### src/rtl/wide_axi_stream_zigzag_row_packer.sv
`default_nettype none

`ifndef WIN
`define WIN 16
`endif

// ============================================================================
// Module      : wide_axi_stream_zigzag_row_packer
// Description : Collects one quantised coefficient per beat (zigzag or
//               raster order, optional early end-of-block) into a ping-pong
//               pair of 8x8 banks. Each completed block is then sent as eight
//               raster rows of 8 coefficients, column 0 in the top lane.
//               Coefficients that were never written read back as zero.
// Revision    : 1.0 - initial release
// ============================================================================
module wide_axi_stream_zigzag_row_packer #(
  parameter int ZIGZAG = 1
) (
  input  logic                clock,
  input  logic                reset_n,
  input  logic [`WIN-1:0]     slave_tdata,
  input  logic                slave_tvalid,
  input  logic                slave_tlast,
  output logic                slave_tready,
  output logic [8*`WIN-1:0]   master_tdata,
  output logic                master_tvalid,
  output logic                master_tlast,
  input  logic                master_tready
);

  localparam int c_win = `WIN;

  // Zigzag index -> raster position (row*8 + col)
  localparam logic [5:0] c_zz [0:63] = '{
    6'd0,  6'd1,  6'd8,  6'd16, 6'd9,  6'd2,  6'd3,  6'd10,
    6'd17, 6'd24, 6'd32, 6'd25, 6'd18, 6'd11, 6'd4,  6'd5,
    6'd12, 6'd19, 6'd26, 6'd33, 6'd40, 6'd48, 6'd41, 6'd34,
    6'd27, 6'd20, 6'd13, 6'd6,  6'd7,  6'd14, 6'd21, 6'd28,
    6'd35, 6'd42, 6'd49, 6'd56, 6'd57, 6'd50, 6'd43, 6'd36,
    6'd29, 6'd22, 6'd15, 6'd23, 6'd30, 6'd37, 6'd44, 6'd51,
    6'd58, 6'd59, 6'd52, 6'd45, 6'd38, 6'd31, 6'd39, 6'd46,
    6'd53, 6'd60, 6'd61, 6'd54, 6'd47, 6'd55, 6'd62, 6'd63
  };

  // Reader states
  localparam logic [0:0] c_st_idle = 1'b0;
  localparam logic [0:0] c_st_send = 1'b1;

  // --------------------------------------------------------------------------
  // Storage and bookkeeping
  // --------------------------------------------------------------------------
  logic [c_win-1:0]   r_mem [0:1][0:63];
  logic [1:0][63:0]   r_mask;
  logic [1:0]         r_full;

  // Writer side
  logic               r_wb;
  logic [5:0]         r_k;
  logic               r_slave_tready;
  logic               w_accept;
  logic               w_close;
  logic [5:0]         w_pos;
  logic [1:0]         w_full_next;
  logic               w_wb_next;

  // Reader side
  logic [0:0]         r_state;
  logic               r_rb;
  logic [2:0]         r_row;
  logic               r_tvalid;
  logic               r_tlast;
  logic [8*c_win-1:0] r_tdata;

  logic [0:0]         w_state_next;
  logic               w_rb_next;
  logic [2:0]         w_row_next;
  logic               w_tvalid_next;
  logic               w_tlast_next;
  logic [8*c_win-1:0] w_tdata_next;
  logic               w_free;
  logic               w_load;
  logic               w_clear;
  logic               w_ld_bank;
  logic [2:0]         w_ld_row;
  logic [8*c_win-1:0] w_ld_data;

  assign slave_tready  = r_slave_tready;
  assign master_tvalid = r_tvalid;
  assign master_tlast  = r_tlast;
  assign master_tdata  = r_tdata;

  // --------------------------------------------------------------------------
  // Writer
  // --------------------------------------------------------------------------
  assign w_accept  = slave_tvalid & r_slave_tready;
  // A block closes on tlast, or on the 64th coefficient even without tlast,
  // so k can never wrap past 63.
  assign w_close   = w_accept & (slave_tlast | (r_k == 6'd63));
  assign w_wb_next = r_wb ^ w_close;

  // Coefficient index to raster position, fixed at elaboration
  generate
    if (ZIGZAG != 0) begin : g_zigzag
      assign w_pos = c_zz[r_k];
    end else begin : g_raster
      assign w_pos = r_k;
    end
  endgenerate

  // Next full flags: the reader frees its bank, the writer fills its own.
  // Both never target the same bank: the writer only writes a bank that is
  // not full and the reader only frees one that is.
  always_comb begin
    w_full_next = r_full;
    if (w_free) begin
      w_full_next[r_rb] = 1'b0;
    end
    if (w_close) begin
      w_full_next[r_wb] = 1'b1;
    end
  end

  // Writer control, bank flags and written masks.
  // A bank's mask is cleared when the reader releases it rather than when the
  // writer switches onto it, so a bank that is still being read is never
  // blanked; an empty bank is therefore always clean when writing starts.
  always_ff @(posedge clock or negedge reset_n) begin
    if (!reset_n) begin
      r_wb           <= 1'b0;
      r_k            <= 6'd0;
      r_full         <= 2'b00;
      r_mask         <= '0;
      r_slave_tready <= 1'b1;
    end else begin
      r_full         <= w_full_next;
      r_wb           <= w_wb_next;
      r_slave_tready <= ~w_full_next[w_wb_next];
      if (w_accept) begin
        r_k <= w_close ? 6'd0 : (r_k + 6'd1);
      end
      if (w_free) begin
        r_mask[r_rb] <= '0;
      end
      if (w_accept) begin
        r_mask[r_wb][w_pos] <= 1'b1;
      end
    end
  end

  // Coefficient storage; unwritten entries are hidden by the mask on read
  always_ff @(posedge clock) begin
    if (w_accept) begin
      r_mem[r_wb][w_pos] <= slave_tdata;
    end
  end

  // --------------------------------------------------------------------------
  // Row read-out of the bank/row selected by the reader's next state
  // --------------------------------------------------------------------------
  generate
    for (genvar c = 0; c < 8; c++) begin : g_col
      logic [5:0] w_addr;
      assign w_addr = {w_ld_row, 3'(c)};
      assign w_ld_data[(8-c)*c_win-1 -: c_win] =
        r_mask[w_ld_bank][w_addr] ? r_mem[w_ld_bank][w_addr] : '0;
    end
  endgenerate

  // --------------------------------------------------------------------------
  // Reader
  // --------------------------------------------------------------------------
  // Next-state logic: start a block, advance rows, chain into the other bank
  always_comb begin
    w_state_next  = r_state;
    w_rb_next     = r_rb;
    w_row_next    = r_row;
    w_tvalid_next = r_tvalid;
    w_tlast_next  = r_tlast;
    w_free        = 1'b0;
    w_load        = 1'b0;
    w_clear       = 1'b0;
    w_ld_bank     = r_rb;
    w_ld_row      = r_row;
    case (r_state)
      c_st_idle: begin
        if (r_full[r_rb]) begin
          w_state_next  = c_st_send;
          w_row_next    = 3'd0;
          w_load        = 1'b1;
          w_ld_row      = 3'd0;
          w_tvalid_next = 1'b1;
          w_tlast_next  = 1'b0;
        end
      end
      c_st_send: begin
        if (r_tvalid && master_tready) begin
          if (r_row == 3'd7) begin
            w_free    = 1'b1;
            w_rb_next = ~r_rb;
            if (r_full[~r_rb]) begin
              // Next block already waiting: row 0 follows without a bubble
              w_load       = 1'b1;
              w_ld_bank    = ~r_rb;
              w_ld_row     = 3'd0;
              w_row_next   = 3'd0;
              w_tlast_next = 1'b0;
            end else begin
              w_state_next  = c_st_idle;
              w_row_next    = 3'd0;
              w_tvalid_next = 1'b0;
              w_tlast_next  = 1'b0;
              w_clear       = 1'b1;
            end
          end else begin
            w_row_next   = r_row + 3'd1;
            w_load       = 1'b1;
            w_ld_row     = r_row + 3'd1;
            w_tlast_next = (r_row == 3'd6);
          end
        end
      end
      default: begin
        w_state_next  = c_st_idle;
        w_row_next    = 3'd0;
        w_tvalid_next = 1'b0;
        w_tlast_next  = 1'b0;
        w_clear       = 1'b1;
      end
    endcase
  end

  // Output data: a new row on load, zero when leaving SEND, else held
  assign w_tdata_next = w_load ? w_ld_data : (w_clear ? '0 : r_tdata);

  // Reader registers; outputs only move on a load or a handshake
  always_ff @(posedge clock or negedge reset_n) begin
    if (!reset_n) begin
      r_state  <= c_st_idle;
      r_rb     <= 1'b0;
      r_row    <= 3'd0;
      r_tvalid <= 1'b0;
      r_tlast  <= 1'b0;
      r_tdata  <= '0;
    end else begin
      r_state  <= w_state_next;
      r_rb     <= w_rb_next;
      r_row    <= w_row_next;
      r_tvalid <= w_tvalid_next;
      r_tlast  <= w_tlast_next;
      r_tdata  <= w_tdata_next;
    end
  end

endmodule

`default_nettype wire

### config.mk
export PLATFORM = sky130hd
export DESIGN_NAME = wide_axi_stream_zigzag_row_packer
export DESIGN_NICKNAME = d
export VERILOG_FILES = /design/src/rtl/wide_axi_stream_zigzag_row_packer.sv
export SDC_FILE = /design/constraint.sdc
export NUM_CORES = 2
export LEC_CHECK = 0
export ABC_AREA = 1
export BUFFER_PORTS_ARGS = -buffer_cell sky130_fd_sc_hd__clkbuf_2
export CAP_MARGIN = 20
export CORE_UTILIZATION = 39
export CTS_BUF_LIST = sky130_fd_sc_hd__clkbuf_16
export DETAILED_ROUTE_END_ITERATION = 8
export PLACE_DENSITY = 0.64
export SLEW_MARGIN = 0
export SYNTH_ARGS = -nofsm -noshare
export SYNTH_HDL_FRONTEND = slang
export SYNTH_SLANG_ARGS = --single-unit
### constraint.sdc
create_clock -name clock -period 10.3 [get_ports clock]
set_input_delay 1.03 -clock clock [delete_from_list [all_inputs] [get_ports clock]]
set_output_delay 1.03 -clock clock [all_outputs]
set_load 0.005 [all_outputs]
# Word-level counts from Yosys, hierarchy flattened
# Memories as Yosys holds them, arrays and structs flattened.
# Index checks and enable logic that the tools add are counted.
[word_totals]
rom_bits = 384
regBits = 273
memories = 2
elab_cells = 197
mem_bits_rw = 2048
input_bits = 21
out_inout_bits = 131
[mem_list]
columns = ["memory", "words", "width", "read_ports", "rd_ports_with_merged_regs", "write_ports", "line", "text"]
rows = [
  ["r_mem", 2, 1024, 1, 0, 1, "52", "logic [c_win-1:0] r_mem [0:1][0:63];"],
  ["(no name shown)", 64, 6, 1, 0, 0, "104", "assign w_pos = c_zz[r_k];"],
]
[op_classes]
bitwise = 23
n_addsub = 2
order_cmp = 28
eq_ne = 7
mux = 114
reduce_logical = 9
[op_table]
columns = ["operator", "count"]
rows = [
  ["$mux W1024", 1],
  ["$bmux W16 S6", 8],
  ["$mux W128", 4],
  ["$mux W16", 25],
  ["$mux W64", 4],
  ["$and A128 B128 Y128", 1],
  ["$demux W64 S1", 2],
  ["$not A128 Y128", 1],
  ["$or A128 B128 Y128", 1],
  ["$demux W16 S6", 1],
  ["$ge A7 B7 Y1 const B", 10],
  ["$not A6 Y7", 10],
  ["$lt A6 B7 Y1 const B", 9],
  ["$mux W1", 41],
  ["$bmux W1 S3", 8],
  ["$mux W3", 6],
  ["$mux W6", 3],
  ["$pmux W3 S2", 2],
  ["$lt A1 B2 Y1 const B", 5],
  ["$pmux W1 S2", 4],
  ["$lt A7 B1 Y1 const B", 1],
  ["$add A6 B1 Y6 const B", 1],
  ["$demux W1 S6", 1],
  ["$eq A3 B3 Y1 const B", 2],
  ["other kinds (20)", 32],
]

# Depth between registers and ports, before layout
[logic_depth]
word_depth = 13
depth_mapped = 18

# Worst setup path before layout
# No wires, ideal clock.
[synth_timing]
kind = "register to register"
startpoint = "register r_k[0]"
endpoint = "memory r_mem[0][176] in the netlist's numbering (enable)"
setup_time_ns = 0.388
path_stages_with_launch = 13
required_time_ns = 9.912
synth_period_minus_slack_ns = 3.268
slack_ns = 7.032
arrival_time_ns = 2.880
path_cell_list = "dfrtp_1 -> ha_1 -> inv_1 -> ha_1 -> or2_2 -> a21oi_1 -> o21ai_0 -> inv_1 -> nand3_1 -> nor2_1 -> buf_2 -> nand2_1 -> nor2_1"
[synth_via]
elab_chain_cells = 10
elab_cells_between_ends = 11
[synth_lines]
columns = ["item", "line", "text"]
rows = [
  ["from (decl)", "58", "logic [5:0] r_k;"],
  ["from (signal assigned)", "139", "r_k <= w_close ? 6'd0 : (r_k + 6'd1);"],
  ["$not A6 Y7 (implied by the code) (*)", "104", ""],
  ["$mem_v2 Z64 W6 (*)", "--", ""],
  ["$mux W6 (implied by the code) (*) (2 in series)", "104", ""],
  ["$not A6 Y7 (implied by the code) (*)", "153", "r_mem[r_wb][w_pos] <= slave_tdata;"],
  ["$ge A7 B7 Y1 (implied by the code) or $lt A7 B1 Y1 (tied branches)", "153", ""],
  ["$logic_and A1 B1 Y1 (implied by the code)", "153", ""],
  ["$mux W16 (implied by the code)", "153", ""],
  ["$demux W16 S6 (*)", "153", ""],
  ["$mux W1024 (implied by the code) (*)", "153", ""],
  ["to (decl)", "52", ""],
]
# Every way passes the cells marked *; elsewhere a longest branch is shown, timed or not. The select of a mux whose other input is x is not followed.

# Worst setup path after layout
[layout_timing]
startpoint = "register r_row[0]"
endpoint = "register r_tdata[98], in the netlist master_tdata[98]"
[layout_via]
elab_chain_cells = 10
elab_cells_between_ends = 28
[layout_lines]
columns = ["item", "line", "text"]
rows = [
  ["from (decl)", "69", "logic [2:0] r_row;"],
  ["from (signal assigned)", "247", "r_row <= w_row_next;"],
  ["$add A3 B1 Y3 (tied with other cells)", "217", "w_ld_row = r_row + 3'd1;"],
  ["$mux W3 or $mux W1 (tied branches)", "197", "if (r_row == 3'd7) begin"],
  ["$mux W3 or $mux W1 (tied branches)", "196", "if (r_tvalid && master_tready) begin"],
  ["$pmux W3 S2 or $mux W1 (tied branches)", "184", "case (r_state)"],
  ["$not A6 Y7 (implied by the code) (tied with other cells)", "165", "r_mask[w_ld_bank][w_addr] ? r_mem[w_ld_bank][w_addr] : '0;"],
  ["$bmux W16 S6 or $mux W64 (tied branches)", "--", ""],
  ["$mux W16 (implied by the code) or $bmux W1 S3 (tied branches)", "165", ""],
  ["$mux W16 (implied by the code) or $mux W1 (tied branches)", "165", ""],
  ["$mux W16", "165", ""],
  ["$mux W128", "233", "assign w_tdata_next = w_load ? w_ld_data : (w_clear ? '0 : r_tdata);"],
  ["to (signal assigned)", "250", "r_tdata <= w_tdata_next;"],
  ["to (decl)", "72", "logic [8*c_win-1:0] r_tdata;"],
]
# Several ways; a longest one is shown, not always the timed one. The select of a mux whose other input is x is not followed.
# A chain may end at the register's enable or synchronous reset.

==> reports/qor.txt <==
Max_slew headroom -> 15.5%
Syn nets -> 10600
Via density -> 5.25
Synthesis Warnings -> 0
Status -> complete, no violations
Core area -> 263000 um2
Sink Count -> 2321
WP data required -> 11030 ps
Number of buffers created by CTS -> 230
CP Max Fanout -> 133
Post-synthesis mux area share -> 0.00966%
Clk buf depth -> 4
Synth cell types -> 36
Worst path arrival time -> 6420 ps
Vias in the first global route -> 70800
Post-CTS setup buffer count -> 0
RSZ-0062 raised after global routing -> false
Largest family of logic cells by synthesized area -> simple AND/OR/NAND/NOR gates
Int Pwr -> 18.7 mW
Largest net degree at the start of global routing -> 239
Maximum VDD drop -> 338 uV
Routed vias -> 74100
Worst-Margin Slew -> 1270 ps
Final period utilization -> 55.3%
CP bufs+invs -> 4
Max-cap violation count -> 0
Overflow after GRT -> 0
Tmin final -> 5690 ps
Clk slew on worst S/H paths -> 60 ps
Initial antenna violation count -> 12
Final Core Density -> 43.4%
Avg Inst Size Synth -> 9.79 um2
Worst setup SP type -> flop
Detailed Route Iter0 Violations -> 9023
Sequential fraction of the synthesis area -> 66.0%
# resized after CTS -> 0
TritonCTS clock tree -> done
Worst setup EP type -> flop
Clock power frac -> 26.4%
H-tree Lvls -> 4
Initial Util -> 39.4%
Crit-path max cell delay -> 990 ps
Cells after Synth -> 10600
Design Power -> 31.9 mW
Port bufs -> 151
Routability cong. -> 0.840
Die width -> 517 um
Min-delay worst type -> input port to async pin
Post-Synth Simple-Gate Area -> 22.7%
Final HPWL DP -> 160000 um
Row count -> 188
Routed WL -> 301000 um
Peak Freq -> 0.176 GHz
Tot GR Track Use -> 22.1%
CP max stage cell -> buf_4
Average wire per standard cell -> 21.3 um
NetSw -> 13.3 mW
Fill count -> 24400
Cell area power density -> 279 nW/um2
Hold slack -> 167 ps
Clk_lat worst skew -> 900 ps
IO Pins -> 152
Post-synth EDFFs -> 2048
Comb pwr share -> 38.7%
Die footprint -> 268000 um2
Setup Viol. Count Final -> 0
Primary FF master, synth -> edfxtp_1
P_leak -> 50.7 nW
Critical path origin -> r_row[0]$_DFFE_PN0P_
Setup CP Type -> flop to flop
NumNets Final -> 10400
Compound-Gate Fraction of Synth Area -> 3.05%
Final Slew Violations -> 0
Setup Skew -> 41.2 ps
Setup ws final -> 4610 ps
Post-Place Worst Slack -> 4580 ps
DRC Markers -> 0
Adder-Cell Fraction of Synth Area -> 0.230%
Hold Fails Final Rpt -> 0
Critical-path cell list -> ha_1 > ha_1 > inv_1 > nand4_1 > or2_1 > nand2_1 > inv_1 > nand2_4 > buf_12 > buf_4 > nand3_1 > nand3_1 > nand2_1 > nand3_1 > nand2_1
Setup total negative slack -> 0 ps
Synth Cell Area -> 104000 um2
Synthesized flop and latch total -> 2321
Area Overhead vs Synth -> 10.3%
Post-DRT Antenna Nets -> 0
Switching part of the total power -> 41.6%
First-pass GRT wire length -> 448000 um
Sequential Power Share -> 34.9%
Crit path max-delay family -> simple AND/OR/NAND/NOR gates
TritonRoute pass-1 iters -> 6
# hold bufs at CTS -> 0
Post-Synth XOR/XNOR Area -> 0.00846%
RR Startpoint -> r_row[0]$_DFFE_PN0P_
Die height -> 517 um
Layout cells sized above 1 -> 6.43%
Async set or reset register ratio after synthesis -> 11.8%
Root Buffer -> clkbuf_16
[Yosys cell counts (4+ instances only)]
cell type | number | area (um2)
inv_1 | 1379 | 5180
buf_2 | 422 | 2110
buf_4 | 32 | 240
nor2_2 | 14 | 87.6
nand2_2 | 8 | 50.1
clkbuf_1 | 168 | 631
nand3_1 | 1564 | 7830
edfxtp_1 | 2048 | 61500
o21ai_0 | 133 | 666
dfrtp_1 | 272 | 6810
buf_1 | 24 | 90.1
nand4_1 | 5 | 31.3
nand3b_1 | 14 | 105
nand3_2 | 4 | 40.0
o21ai_1 | 19 | 95.1
inv_2 | 9 | 33.8
nor2_1 | 194 | 728
or2_2 | 65 | 407
ha_1 | 19 | 238
a21oi_1 | 201 | 1010
o211ai_1 | 174 | 1310
nand2_1 | 3794 | 14200
[cell families (layout without fill, tap and decap cells)]
family          after synthesis  count (layout)
mux                           1               1
compound gates              537             537
simple gates               5665            5665
fa+ha+maj                    19              19
xor+xnor                      1               1
flops                      2321            2321
other cells                   0               3
buf+inv                    2037            2056
[stage by stage]
stage	cell area (um2)	std cells
2_1_floorplan	104000	10600
3_3_place_gp	107000	13700
3_5_place_dp	107000	13700
4_1_cts	114000	14100
5_1_grt	114000	14100
6_report	114000	14100
[registers in the layout, summed over array words and instances, names as in the netlist]
register / flops
slave_tready: 1
r_k: 6
r_mask: 128
r_mem: 2048
r_rb: 1
master_tdata: 128
r_state: 1
r_full: 2
master_tvalid: 1
r_wb: 1
r_row: 3
master_tlast: 1
[final cells by class]
type / count / area (um2) / share of cell area [%]
multi-input combinational: 6223 / 27100 / 23.7
clock buffer: 233 / 5830 / 5.11
tap: 3515 / 4400 / 3.85
antenna: 3 / 7.51 / 0.00657
clock inverter: 190 / 1600 / 1.40
timing repair buffer: 243 / 1720 / 1.51
inverter: 1390 / 5230 / 4.58
sequential: 2321 / 68300 / 59.8
[worst register-to-register path, cell delays in order (launching register included)]
cell and delay, ps:
dfrtp_1 450, ha_1 230, ha_1 300, inv_1 150
nand4_1 120, or2_1 260, nand2_1 70, inv_1 60
nand2_4 700, buf_12 630, buf_4 1240, nand3_1 200
nand3_1 110, nand2_1 630, nand3_1 330, nand2_1 80
[path summary, 6_finish.rpt]
| path | end | slack (ps) | cells after the start |
|---|---|---|---|
| min in group clock | r_mask[68]$_DFF_PN0_ | 480 | 2 |
| setup / recovery | master_tdata[98]$_DFFE_PN0P_ | 4610 | 15 |
| hold / removal | master_tdata[31]$_DFFE_PN0P_ | 170 | 1 |
| max in group asynchronous | r_wb$_DFF_PN0_ | 8520 | 2 |
| setup reg to reg | master_tdata[98]$_DFFE_PN0P_ | 4610 | 15 |
| hold reg to reg | r_mask[68]$_DFF_PN0_ | 480 | 2 |
[placed cells by master (no fill, tap or decap), types with 9 or more instances in the layout]
| master | netlist | final |
|---|---|---|
| a21oi_1 | 201 | 201 |
| buf_12 | 0 | 10 |
| buf_4 | 32 | 93 |
| bufinv_16 | 0 | 29 |
| clkbuf_16 | 0 | 233 |
| clkbuf_2 | 1 | 134 |
| clkinv_1 | 2 | 59 |
| clkinv_2 | 0 | 47 |
| dfrtp_1 | 272 | 271 |
| edfxtp_1 | 2048 | 2048 |
| ha_1 | 19 | 19 |
| inv_1 | 1379 | 1421 |
| inv_2 | 9 | 9 |
| nand2_1 | 3794 | 3791 |
| nand3_1 | 1564 | 1564 |
| nand3b_1 | 14 | 14 |
| nor2_1 | 194 | 189 |
| nor2_2 | 14 | 12 |
| o211ai_1 | 174 | 174 |
| o21ai_0 | 133 | 133 |
| o21ai_1 | 19 | 19 |
| or2_2 | 65 | 65 |
[power by group through the flow]
stage | Clock, mW | Sequential (mW) | Combinational (mW)
4_1_cts | 8.52 | 11.1 | 12.2
6_report | 8.44 | 11.1 | 12.3
3_3_place_gp | 0 | 11.3 | 12.0
3_5_place_dp | 0 | 11.3 | 12.1
5_1_grt | 8.88 | 11.2 | 13.5
2_1_floorplan | 0 | 11.1 | 8.18
[per-layer routing]
layer / vias to the layer above / wire [um] / track usage, %
met5: - / 0 / 0
met1: 35800 / 123000 / 30.2
met3: 534 / 27600 / 3.45
met4: 0 / 9700 / 7.29
li1: 34100 / - / -
met2: 3665 / 141000 / 36.0
Note: power is estimated with default switching activity, not from simulation.
